===== config.mk =====
export PLATFORM = sky130hd
export DESIGN_NAME = shift_seq_ctrl
export DESIGN_NICKNAME = d
export VERILOG_FILES = /design/src/rtl/shift_seq_ctrl_pkg.sv /design/src/rtl/shift_seq_ctrl_bit_down_counter.sv /design/src/rtl/shift_seq_ctrl.sv
export SDC_FILE = /design/constraint.sdc
export NUM_CORES = 1
export LEC_CHECK = 0
export BUFFER_PORTS_ARGS = -buffer_cell sky130_fd_sc_hd__buf_2
export CELL_PAD_IN_SITES_DETAIL_PLACEMENT = 1
export CELL_PAD_IN_SITES_GLOBAL_PLACEMENT = 1
export CORE_MARGIN = 2
export CORE_UTILIZATION = 39
export CTS_CLUSTER_DIAMETER = 60
export DETAILED_ROUTE_END_ITERATION = 8
export PLACE_DENSITY_LB_ADDON = 0.1
export SLEW_MARGIN = 30
export SYNTH_ARGS = -nofsm -noshare
export SYNTH_HDL_FRONTEND = slang
export SYNTH_SLANG_ARGS = --single-unit

===== constraint.sdc =====
create_clock -name CLK -period 1.7 [get_ports CLK]
set_input_delay 0.255 -clock CLK [delete_from_list [all_inputs] [get_ports CLK]]
set_output_delay 0.255 -clock CLK [all_outputs]
set_load 0.05 [all_outputs]

===== src/rtl/shift_seq_ctrl_pkg.sv =====
// Shared definitions for the shift-chain sequencers.
//   state_t   : controller state encoding (IDLE=0, SHIFT=1, DONE=2)
//   cnt_width : bit-counter width for a given word length, ceil(log2(width))
package shift_seq_ctrl_pkg;

  typedef enum logic [1:0] {
    ST_IDLE  = 2'd0,
    ST_SHIFT = 2'd1,
    ST_DONE  = 2'd2
  } state_t;

  function automatic int cnt_width(input int width);
    return (width <= 1) ? 1 : $clog2(width);
  endfunction

endpackage


===== src/rtl/shift_seq_ctrl_bit_down_counter.sv =====
// Loadable down counter used to index the bits of a shift pass.
// Ports:
//   clk      : rising-edge clock
//   rst      : asynchronous active-high reset, clears the count
//   load     : load load_val (has priority over dec)
//   load_val : value to load
//   dec      : decrement by one
//   count    : current count
//   zero     : high when count is zero
module bit_down_counter #(
  parameter int CNT_W = 2
) (
  input  logic             clk,
  input  logic             rst,
  input  logic             load,
  input  logic [CNT_W-1:0] load_val,
  input  logic             dec,
  output logic [CNT_W-1:0] count,
  output logic             zero
);

  always_ff @(posedge clk or posedge rst) begin
    if (rst) begin
      count <= '0;
    end else if (load) begin
      count <= load_val;
    end else if (dec) begin
      count <= count - CNT_W'(1);
    end
  end

  assign zero = (count == '0);

endmodule


===== src/rtl/shift_seq_ctrl.sv =====
// Sequencer for a serial-in/serial-out shift chain. On an accepted START it
// drives the chain's serial input MSB first with shift enable for exactly
// WIDTH cycles, while capturing the bits leaving the chain's last stage, so
// each pass swaps a new word in and reads the old word out.
// Ports:
//   CLK      : rising-edge clock
//   CLR      : asynchronous active-high reset
//   START    : request a pass (sampled in IDLE only)
//   ABORT    : cancel a pass (sampled in SHIFT); blocks START in IDLE
//   DIN      : word to shift in, latched on accepted START
//   SO       : serial output of the chain's last stage
//   SHIFT_EN : registered chain shift enable
//   SER_IN   : registered serial data to the chain, 0 when not shifting
//   BUSY     : high in SHIFT and DONE
//   DONE     : one-cycle pulse on normal completion
//   DOUT     : old chain contents from the last completed pass
module shift_seq_ctrl
  import shift_seq_ctrl_pkg::*;
#(
  parameter int WIDTH = 4
) (
  input  logic             CLK,
  input  logic             CLR,
  input  logic             START,
  input  logic             ABORT,
  input  logic [WIDTH-1:0] DIN,
  input  logic             SO,
  output logic             SHIFT_EN,
  output logic             SER_IN,
  output logic             BUSY,
  output logic             DONE,
  output logic [WIDTH-1:0] DOUT
);

  localparam int CNT_W = cnt_width(WIDTH);

  state_t             state_q, state_d;
  logic [WIDTH-1:0]   load_q;
  logic [WIDTH-1:0]   capt_q;
  logic [WIDTH-1:0]   capt_nxt;
  logic [CNT_W-1:0]   cnt;
  logic [CNT_W-1:0]   cnt_m1;
  logic               cnt_zero;
  logic               cnt_load;
  logic               cnt_dec;
  logic               load_en;
  logic               dout_en;
  logic               shift_en_d;
  logic               ser_in_d;

  bit_down_counter #(
    .CNT_W (CNT_W)
  ) u_cnt (
    .clk      (CLK),
    .rst      (CLR),
    .load     (cnt_load),
    .load_val (CNT_W'(WIDTH - 1)),
    .dec      (cnt_dec),
    .count    (cnt),
    .zero     (cnt_zero)
  );

  assign cnt_m1   = cnt - CNT_W'(1);
  // SO is sampled before the chain moves, so the captured value includes
  // the bit present at this edge.
  assign capt_nxt = {capt_q[WIDTH-2:0], SO};

  // SHIFT_EN/SER_IN are registered, so the comb block computes the values
  // for the cycle after the edge: the bit for the next cycle is load[cnt-1].
  always_comb begin
    state_d    = state_q;
    cnt_load   = 1'b0;
    cnt_dec    = 1'b0;
    load_en    = 1'b0;
    dout_en    = 1'b0;
    shift_en_d = 1'b0;
    ser_in_d   = 1'b0;
    unique case (state_q)
      ST_IDLE: begin
        if (START && !ABORT) begin
          state_d    = ST_SHIFT;
          load_en    = 1'b1;
          cnt_load   = 1'b1;
          shift_en_d = 1'b1;
          ser_in_d   = DIN[WIDTH-1];
        end
      end
      ST_SHIFT: begin
        cnt_dec = !cnt_zero;
        if (ABORT) begin
          state_d = ST_IDLE;
        end else if (cnt_zero) begin
          state_d = ST_DONE;
          dout_en = 1'b1;
        end else begin
          shift_en_d = 1'b1;
          ser_in_d   = load_q[cnt_m1];
        end
      end
      ST_DONE: begin
        state_d = ST_IDLE;
      end
      default: begin
        state_d = ST_IDLE;
      end
    endcase
  end

  always_ff @(posedge CLK or posedge CLR) begin
    if (CLR) begin
      state_q  <= ST_IDLE;
      SHIFT_EN <= 1'b0;
      SER_IN   <= 1'b0;
      load_q   <= '0;
      capt_q   <= '0;
      DOUT     <= '0;
    end else begin
      state_q  <= state_d;
      SHIFT_EN <= shift_en_d;
      SER_IN   <= ser_in_d;
      if (load_en) begin
        load_q <= DIN;
      end
      if (SHIFT_EN) begin
        capt_q <= capt_nxt;
      end
      if (dout_en) begin
        DOUT <= capt_nxt;
      end
    end
  end

  assign BUSY = (state_q != ST_IDLE);
  assign DONE = (state_q == ST_DONE);

endmodule


# Word level (Yosys, flattened, before mapping)
# Cells that the tools add are included.
# totals
reg_bits,17
latchBits,0
mem_bits_rw,0
romBits,0
inputBits,9
mem_count,0
# op_classes
addsub,1
mul,0
div_mod_pow,0
magnitude_cmp,1
n_eq_ne,4
n_shift,0
mux,21
bitwise_logic,0
n_reduce_logical,8
# op_table
cell,count
$mux 1,12
$mux 2,5
$logic_not 2->1,2
$pmux 1 s2,2
$pmux 2 s2,1
$reduce_bool 2->1,2
$lt 2x3->1 const B,1
$ne 3x3->1 const B,1
$bmux 1 s2,1
$eq 2x1->1 const B,1
$eq 2x2->1 const B,1
$logic_not 1->1,2
$ne 2x2->1 const B,1
$reduce_and 2->1,1
$sub 2x1->2 const B,1
$logic_and 1x1->1,1

# Logic depth before layout (Yosys ltp)
# depth
word_depth,6
mapped_depth,6
ltp_nobuf,5

# Modules after synthesis
# From an unflattened synthesis, not the netlist that was laid out.
# unflattened
cells_unflattened,52
area_unflattened_um2,738.2
# modules_own_cells
mod,n_inst,cells_each,area_each_um2,seq_area_each_um2
shift_seq_ctrl,1,39,620.6,375.4
bit_down_counter,1,13,117.6,50.0

# Worst setup path before layout
# No wires, ideal clock.
# synth_path
path_type,reg-to-reg
start,register u_cnt.count[0]
end,register SER_IN
setup_time_ns,0.121
t_arrival_ns,1.364
required_ns,1.579
path_slack_ns,0.215
stages_incl_launch_ff,5
path_buffers,0
cell_sequence,dfrtp_1 -> inv_1 -> ha_1 -> mux4_2 -> a22o_1
# synth_via
elab_chain_len,6
elab_cells_between_ends,7
classes_between,add/sub (1); mux (5); reduce/logical (1)
# synth_rtl
element,line,source
"start, declared",shift_seq_ctrl_bit_down_counter.sv:18,"output logic [CNT_W-1:0] count,"
"start signal, assigned",shift_seq_ctrl_bit_down_counter.sv:26,count <= load_val;
"start signal, assigned",shift_seq_ctrl_bit_down_counter.sv:28,count <= count - CNT_W'(1);
$sub 2x1->2,shift_seq_ctrl.sv:63,assign cnt_m1 = cnt - CNT_W'(1);
$bmux 1 s2,shift_seq_ctrl.sv:97,ser_in_d = load_q[cnt_m1];
$mux 1 (implied by the code),shift_seq_ctrl.sv:97,
$mux 1 (*),shift_seq_ctrl.sv:92,end else if (cnt_zero) begin
$mux 1 (*),shift_seq_ctrl.sv:90,if (ABORT) begin
$pmux 1 s2 (*),shift_seq_ctrl.sv:78,unique case (state_q)
named net ser_in_d,shift_seq_ctrl.sv:49,logic ser_in_d;
"end signal, assigned",shift_seq_ctrl.sv:120,SER_IN <= ser_in_d;
"end, declared",shift_seq_ctrl.sv:29,"output logic SER_IN,"
# The timed path passes the listed nets; every way through them passes the cells marked *. The select of a mux whose other input is x is not followed.
# A chain may end at the register's enable or synchronous reset.

# Worst setup path in the final report
# Same ends and word-level chain as after synthesis.

==> results_dict.tcl <==
set metrics [dict create \
    via_count 487 \
    die_h_um 46.9 \
    grt_start_max_net_pins 18 \
    place_hpwl_um 938 \
    end_kind "flip-flop" \
    fin_skew_ns 0.00384 \
    final_common_cell "dfrtp_1" \
    overflow 0 \
    synth_area_leaders "dfrtp_1, nand2_1, mux2_2, mux2_1, mux4_2" \
    seq_area_um2 425 \
    fin_total_pwr_mw 1.44 \
    fin_nets 87 \
    drtIter0Drc 2 \
    ioPinCount 17 \
    rsz0062_at_grt "no" \
    ys_seq_elements 17 \
    synth.distinct_cells 20 \
    drive_above_1_share_pct 35.5 \
    wl_um 1250 \
    initial_utilization_pct 41.5 \
    synth-seq-area-share_pct 59.3 \
    synth_top_area_share_pct 59.3 \
    hold_class "in -> async" \
    synthToLayoutAreaGrowth_pct 18.0 \
    dr_wl_met2_um 575 \
    drc 0 \
    layout.cells.non_filler 101 \
    synth_area_leader_cell "dfrtp_1" \
    post-route-period-util_pct 91.1 \
    worstSetupStartpointType "flip-flop" \
    tritoncts "done" \
    required_ns 1.88 \
    crit_arrival_ns 1.73 \
    p_leak_nw 0.433 \
    rr_worst_depth 4 \
    htree_num_levels 1 \
    setup_viol 0 \
    wl_per_cell_um 12.4 \
    port_buffers 16 \
    path_class "reg -> reg" \
    met1_length_um 575 \
    layout_setup_ws_ns 0.152 \
    antenna_found_initial 0 \
    outcome "completed" \
    clockRootBuffer "clkbuf_4" \
    grt_first_pass_wirelength_um 2130 \
    diodes 0 \
    track_usage_pct 14.2 \
    ctsHoldBuffers 0 \
    cap_violations 0 \
    pwr_density_cell_nw_per_um2 1700 \
    cts_buffers 3 \
    clkTransAtPathRegs_ns 0.10 \
    tightest_slew_ns 0.636 \
    stdcell_area_um2 846 \
    fp-row-count 15 \
    final_cell_mix "dfrtp_1, buf_2, nand2_1" \
    yosys_warnings 0 \
    hold_violations 0 \
    cts_resized 0 \
    coreArea_um2 1730 \
    antenna_left 0 \
    r2r_start "u_cnt.count[0]" \
    wl_met3_um 76 \
    final_util_pct 49.0 \
    min_period_ns 1.55 \
    reg2reg_slack_ns 0.15 \
    rr_endpoint "SER_IN" \
    vdd_drop_max_uv 858 \
    finalSetupTns_ns 0 \
    post-place-cells 97 \
    post_cts_buffers 0 \
    clk_latency_ns 0.29 \
    firstDrtPassIters 4 \
    gp_congestion 0.712 \
    fmax_mhz 646 \
    avgSynthCellArea_um2 12.4 \
    num-fill-cells 206 \
    netlist_instances 58 \
    via_per_inst 4.82 \
    clk_path_buf_depth 2 \
    die_x_um 46.9 \
    grt_pass1_vias 468 \
    dieArea_um2 2200 \
    syn-cell-area_um2 717 \
    slew_viol_final 0 \
    worstPathMaxFanout 2 \
    max_slew_margin_pct 57.6 \
    syn_nets 68 \
    top_layer "met4" \
    post-place-ws_ns 0.156 \
    clock_sinks 17 \
    place_area_um2 820 \
    multi_input_area_um2 272 \
    whs_ns 0.0333 \
]
[flip-flops by register name, summed over array words and instances (netlist names)]
signal       count
DOUT             4
SER_IN           1
SHIFT_EN         1
capt_q           3
load_q           4
state_q          2
u_cnt.count      2
[layer usage]
| layer | GRT usage, % | vias to the layer above |
|---|---|---|
| met1 | 19.7 | 237 |
| li1 | - | 231 |
| met2 | 20.8 | 17 |
| met3 | 2.69 | 2 |
| met4 | 8.33 | 0 |
| met5 | 0 | - |
[worst max-delay path, cell delays in order (launching register included)]
cell     delay (ns)
dfrtp_1        0.37
inv_1          0.07
ha_1           0.32
mux4_2         0.49
a22o_1         0.20
[logic make-up (layout without fill, tap and decap cells)]
family	Yosys count	count (layout)	synth area share [%]
compound gates	4	4	3.67
buf+inv	5	23	2.79
xor+xnor	1	1	1.22
fa+ha+maj	1	1	1.74
simple gates	22	22	17.1
mux	8	8	14.1
flops	17	17	59.3
[cell usage after synthesis]
cell type and instances:
o211ai_1 1, nor4b_2 1, mux2_2 4, buf_2 1, or4b_1 1, xnor2_1 1, nor2b_1 1, ha_1 1
or2_2 1, or3b_1 1, o21ai_1 2, inv_1 3, mux2_1 3, nand2_1 15, nor2_1 1, dfrtp_1 17
clkbuf_1 1, a22o_1 1, nor3_4 1, mux4_2 1
[report_power, final]
part | switching (mW) | internal, mW
Clock | 0.125 | 0.0912
Combinational | 0.371 | 0.217
Sequential | 0.0837 | 0.548
[final cells by class]
cell class,instances,share of cell area (%)
Clock buffer,4,3.11
Inverter,3,1.33
Sequential cell,17,50.3
Timing Repair Buffer,16,9.47
Tap cell,25,3.70
Multi-Input combinational cell,36,32.1
[worst max path at each step]
stage | slack (ns) | cells past startpoint | from | end
floorplan | 0.22 | 4 | u_cnt.count[0] | SER_IN
global placement | 0.20 | 4 | u_cnt.count[0] | SER_IN
detailed placement | 0.16 | 4 | u_cnt.count[0] | SER_IN
CTS | 0.14 | 4 | u_cnt.count[0] | SER_IN
global route | 0.09 | 4 | u_cnt.count[0] | SER_IN
finish | 0.15 | 4 | u_cnt.count[0] | SER_IN
Power figures use the tool's default switching activity.
